`src/rtl/reg_dump.sv`:
```
// Debug read-out sequencer: walks the register file's rs port and streams (index, value) pairs.
// Optional macro REG_DUMP_SKIP_ZERO_EN starts the walk at %1 instead of %0.
module reg_dump #(
  parameter int n    = 8,
  parameter int LAST = 31
) (
  input  logic         clk,
  input  logic         reset,
  input  logic         start,
  output logic         busy,
  output logic         done,
  output logic         cpu_hold,
  output logic [4:0]   rs,
  input  logic [n-1:0] rs_data,
  output logic [4:0]   out_idx,
  output logic [n-1:0] out_data,
  output logic         out_valid,
  input  logic         out_ready
);

`ifdef REG_DUMP_SKIP_ZERO_EN
  localparam logic [4:0] FIRST = 5'd1;
`else
  localparam logic [4:0] FIRST = 5'd0;
`endif
  localparam logic [4:0] LAST_IDX = 5'(LAST);

  typedef enum logic [1:0] {IDLE, READ, SEND, DONE} state_t;

  state_t     state, next_state;
  logic [4:0] idx;

  always_ff @(posedge clk or posedge reset) begin
    if (reset) state <= IDLE;
    else       state <= next_state;
  end

  always_comb begin
    next_state = state;
    busy       = 1'b0;
    cpu_hold   = 1'b0;
    done       = 1'b0;
    out_valid  = 1'b0;
    rs         = 5'd0;
    case (state)
      IDLE: begin
        if (start) next_state = READ;
      end
      READ: begin
        busy       = 1'b1;
        cpu_hold   = 1'b1;
        rs         = idx;
        next_state = SEND;
      end
      SEND: begin
        busy      = 1'b1;
        cpu_hold  = 1'b1;
        out_valid = 1'b1;
        // Test for LAST before incrementing so idx can never wrap past 31.
        if (out_ready) next_state = (idx == LAST_IDX) ? DONE : READ;
      end
      DONE: begin
        busy       = 1'b1;
        cpu_hold   = 1'b1;
        done       = 1'b1;
        next_state = IDLE;
      end
      default: next_state = IDLE;
    endcase
  end

  // The register file read is combinational, so the value is captured in the READ cycle itself.
  always_ff @(posedge clk or posedge reset) begin
    if (reset) begin
      idx      <= 5'd0;
      out_idx  <= 5'd0;
      out_data <= '0;
    end else begin
      case (state)
        IDLE: if (start) idx <= FIRST;
        READ: begin
          out_data <= rs_data;
          out_idx  <= idx;
        end
        SEND: if (out_ready && idx != LAST_IDX) idx <= idx + 5'd1;
        default: ;
      endcase
    end
  end

endmodule

```
`config.mk`:
```
export PLATFORM = sky130hd
export DESIGN_NAME = reg_dump
export DESIGN_NICKNAME = d
export VERILOG_FILES = /design/src/rtl/reg_dump.sv
export SDC_FILE = /design/constraint.sdc
export NUM_CORES = 1
export LEC_CHECK = 0
export BUFFER_PORTS_ARGS = -buffer_cell sky130_fd_sc_hd__buf_2
export CAP_MARGIN = 25
export CORE_UTILIZATION = 47
export DETAILED_ROUTE_END_ITERATION = 8
export GPL_ROUTABILITY_DRIVEN = 0
export MAX_ROUTING_LAYER = met4
export PLACE_DENSITY = 0.77
export SYNTH_ARGS = -nofsm -noshare
export SYNTH_HDL_FRONTEND = slang
export SYNTH_SLANG_ARGS = --single-unit
```
`constraint.sdc`:
```
create_clock -name clk -period 2.5 [get_ports clk]
set_input_delay 0.625 -clock clk [delete_from_list [all_inputs] [get_ports clk]]
set_output_delay 0.625 -clock clk [all_outputs]
set_load 0.01 [all_outputs]
```
==> impl_metrics.env <==
export IMPL_floorplan_io_pins=34
export IMPL_synthMuxAreaShare_pct=2.300
export IMPL_outcome="finished clean"
export IMPL_cts_path_max_buffers=2
export IMPL_dominant_combinational_cell_family_by_area_after_synthesis="simple AND/OR/NAND/NOR gates"
export IMPL_vias_in_the_first_global_route=632
export IMPL_crit_path_max_fanout=14
export IMPL_floorplan_rows=15
export IMPL_finalNonFillerCells=147
export IMPL_synthesis_area_sq_um=924.6
export IMPL_m1WireLength_microns=807
export IMPL_worst_endpoint_arrival_ps=1510
export IMPL_half_perimeter_wire_length_after_detailed_placement_microns=1275
export IMPL_floorplan_initialDensity_pct=51.86
export IMPL_most_frequent_cells_in_the_layout="33 x sky130_fd_sc_hd__buf_2, 27 x sky130_fd_sc_hd__nand2_1, 20 x sky130_fd_sc_hd__dfrtp_1, 6 x sky130_fd_sc_hd__and2_1, 6 x sky130_fd_sc_hd__a21o_1"
export IMPL_tritoncts="done"
export IMPL_core_sq_um=1783
export IMPL_numPlacedInstances=143
export IMPL_synth_compound_area_share_pct=12.86
export IMPL_post_cts_repair_setup_buffers=0
export IMPL_global_route_overflow_total=0
export IMPL_timing_critical_path_cells="and2b_4, and2_1, buf_2"
export IMPL_synth_sequential_area_ratio_pct=54.13
export IMPL_postSynthCellCount=89
export IMPL_timing_critical_path_from_type="register"
export IMPL_cts_hold_fix_buffers=0
export IMPL_worstPathBufferInverterCount=1
export IMPL_ctsRootBufferMaster="sky130_fd_sc_hd__clkbuf_4"
export IMPL_final_setup_viol_count=0
export IMPL_worst_path_stages=3
export IMPL_clock_skew_ps=2.271
export IMPL_drt_total_wl_microns=1693
export IMPL_grt_max_degree=21
export IMPL_grt_first_pass_wirelength_microns=2697
export IMPL_ys_ff_latch=20
export IMPL_detailroute_via_count=752
export IMPL_via_density=5.116
export IMPL_fill_count=161
export IMPL_setup_worst_path_end_class="output port"
export IMPL_finalHoldViolCount=0
export IMPL_holdWs_ps=424.9
export IMPL_drt_iter0_markers=16
export IMPL_timing_final_crit_share_pct=85.60
export IMPL_route_antenna_remaining_nets=0
export IMPL_worst_slew_pin_slew_ps=708.5
export IMPL_simple_gate_share_of_the_synthesized_area_pct=24.49
export IMPL_design_die_area_sq_um=2149
export IMPL_chip_height_microns=46.36
export IMPL_clock_sink_count=20
export IMPL_detailroute_wirelength_met2_microns=754
export IMPL_port_buffers=33
export IMPL_cp_slowest_cell="sky130_fd_sc_hd__dfrtp_1"
export IMPL_power_per_cell_area_nw_per_um2=1021
export IMPL_relSlewSlack_pct=52.71
export IMPL_synth_fp_nets=103
export IMPL_antenna_diode_count=0
export IMPL_clk_pin_slew_ps=100
export IMPL_min_delay_path_class="in2async"
export IMPL_final_max_slew_violation_count=0
export IMPL_layout_area_overhead_vs_synth_pct=22.06
export IMPL_cp_required_ps=1880
export IMPL_syn_mean_instance_area_sq_um=10.39
export IMPL_postCtsResizedCells=0
export IMPL_clk_latency_ps=290
export IMPL_global_route_usage_total_pct=18.77
export IMPL_drt_wirelength_per_cell_microns=11.52
export IMPL_slowest_delay_ps=510
export IMPL_dr_wl_met3_microns=87
export IMPL_fin_tns_setup_ps=0
export IMPL_route_top_layer_used="met4"
export IMPL_fmaxAchievable_ghz=0.4673
export IMPL_vdd_ir_drop_max_uv=632.3
export IMPL_yosys_area_share_xor_xnor_pct=0
export IMPL_die_width_microns=46.36
export IMPL_cts_buffers=3
export IMPL_yosysWarningCount=0
export IMPL_drive_gt1_share_pct=33.61
export IMPL_cellLeakagePower_nw=0.6792
export IMPL_worst_r2r_cell_count=6
export IMPL_final_nets=137
export IMPL_post_synth_fa_ha_maj_area_fraction_pct=2.706
export IMPL_setup_worst_path_class="reg2out"
export IMPL_worst_path_dominant_cell_family="simple AND/OR/NAND/NOR gates"
export IMPL_mostFrequentLayoutCell="sky130_fd_sc_hd__buf_2"
export IMPL_rsz_0062_raised_after_global_routing="no"
export IMPL_number_of_antenna_violations_at_the_first_check_in_global_routing=0
export IMPL_fin_crit_ps=2140
export IMPL_maxCapViolCount=0
export IMPL_firstDrtPassIters=4
export IMPL_post_route_drc_count=0
export IMPL_synth_cell_type_count=27
export IMPL_ctsHtreeMaxLevel=1
-- where the power goes --
part,leakage [nW],switching (mW),internal [mW]
clock network,0.0210,0.0930,0.0888
registers,0.261,0.0942,0.431
logic,0.397,0.243,0.202
-- per-layer routing --
| metal | global-route usage (%) | up-vias |
|---|---|---|
| met5 | - | - |
| met4 | 12.35 | 0 |
| met3 | 2.353 | 5 |
| met2 | 26.94 | 36 |
| met1 | 24.62 | 346 |
| li1 | - | 365 |
-- Yosys cell counts, drive strengths merged --
master	instances	area (sq um)
and2	6	37.54
nand2b	2	20.02
or2	1	6.260
and3	1	6.260
and2b	1	10.01
mux2	1	11.26
inv	1	3.750
a21o	6	45.04
buf	4	28.78
nand3	2	10.01
o21bai	1	7.510
dfrtp	20	500.5
o21ai	2	10.00
nor3b	1	12.51
ha	2	25.02
or4b	1	10.01
o211ai	1	7.510
nor2b	1	8.760
nor2	1	3.750
a21oi	1	5.000
nand2	27	101.4
mux2i	1	10.01
a22o	5	43.79
-- flip-flops by register name (all words and copies together), names as in the netlist --
signal / flops
idx: 5
out_idx: 5
out_data: 8
state: 2
-- final timing paths --
path	to	slack, ps	startpoint
setup / recovery	rs[0]	360	state[1]
hold / removal	out_data[1]	420	reset
setup reg to reg	idx[3]	610	idx[0]
hold reg to reg	out_data[7]	480	out_data[7]
max in group asynchronous	idx[2]	1630	reset
min in group clk	out_data[7]	480	out_data[7]
-- final cells by class --
type                            count  area [sq um]  share of cell area, %
Clock buffer                        4         36.28                  3.215
Timing Repair Buffer               33         165.2                  14.63
Inverter                            1         3.754                 0.3326
Multi-Input combinational cell     64         391.6                  34.70
Tap cell                           25         31.28                  2.772
Sequential cell                    20         500.5                  44.35
-- logic make-up after synthesis --
logic type               Yosys count
AO/OA/AOI/OAI                     16
adder cells (fa/ha/maj)            2
buffers and inverters              5
flip-flops                        20
multiplexers                       2
AND/OR/NAND/NOR                   44
-- per-stage QoR --
step	worst slack (ps)	instance area (sq um)	total power, mW	utilization, %
after global placement	684.3	1092	0.9672	61.26
after global routing	263.5	1129	1.256	63.30
final	360.0	1129	1.152	63.30
after floorplan	721.2	924.6	0.8403	-
after detailed placement	658.0	1092	0.9825	61.26
after CTS	340.8	1129	1.168	63.30
Note: power is estimated with default switching activity, not from simulation.
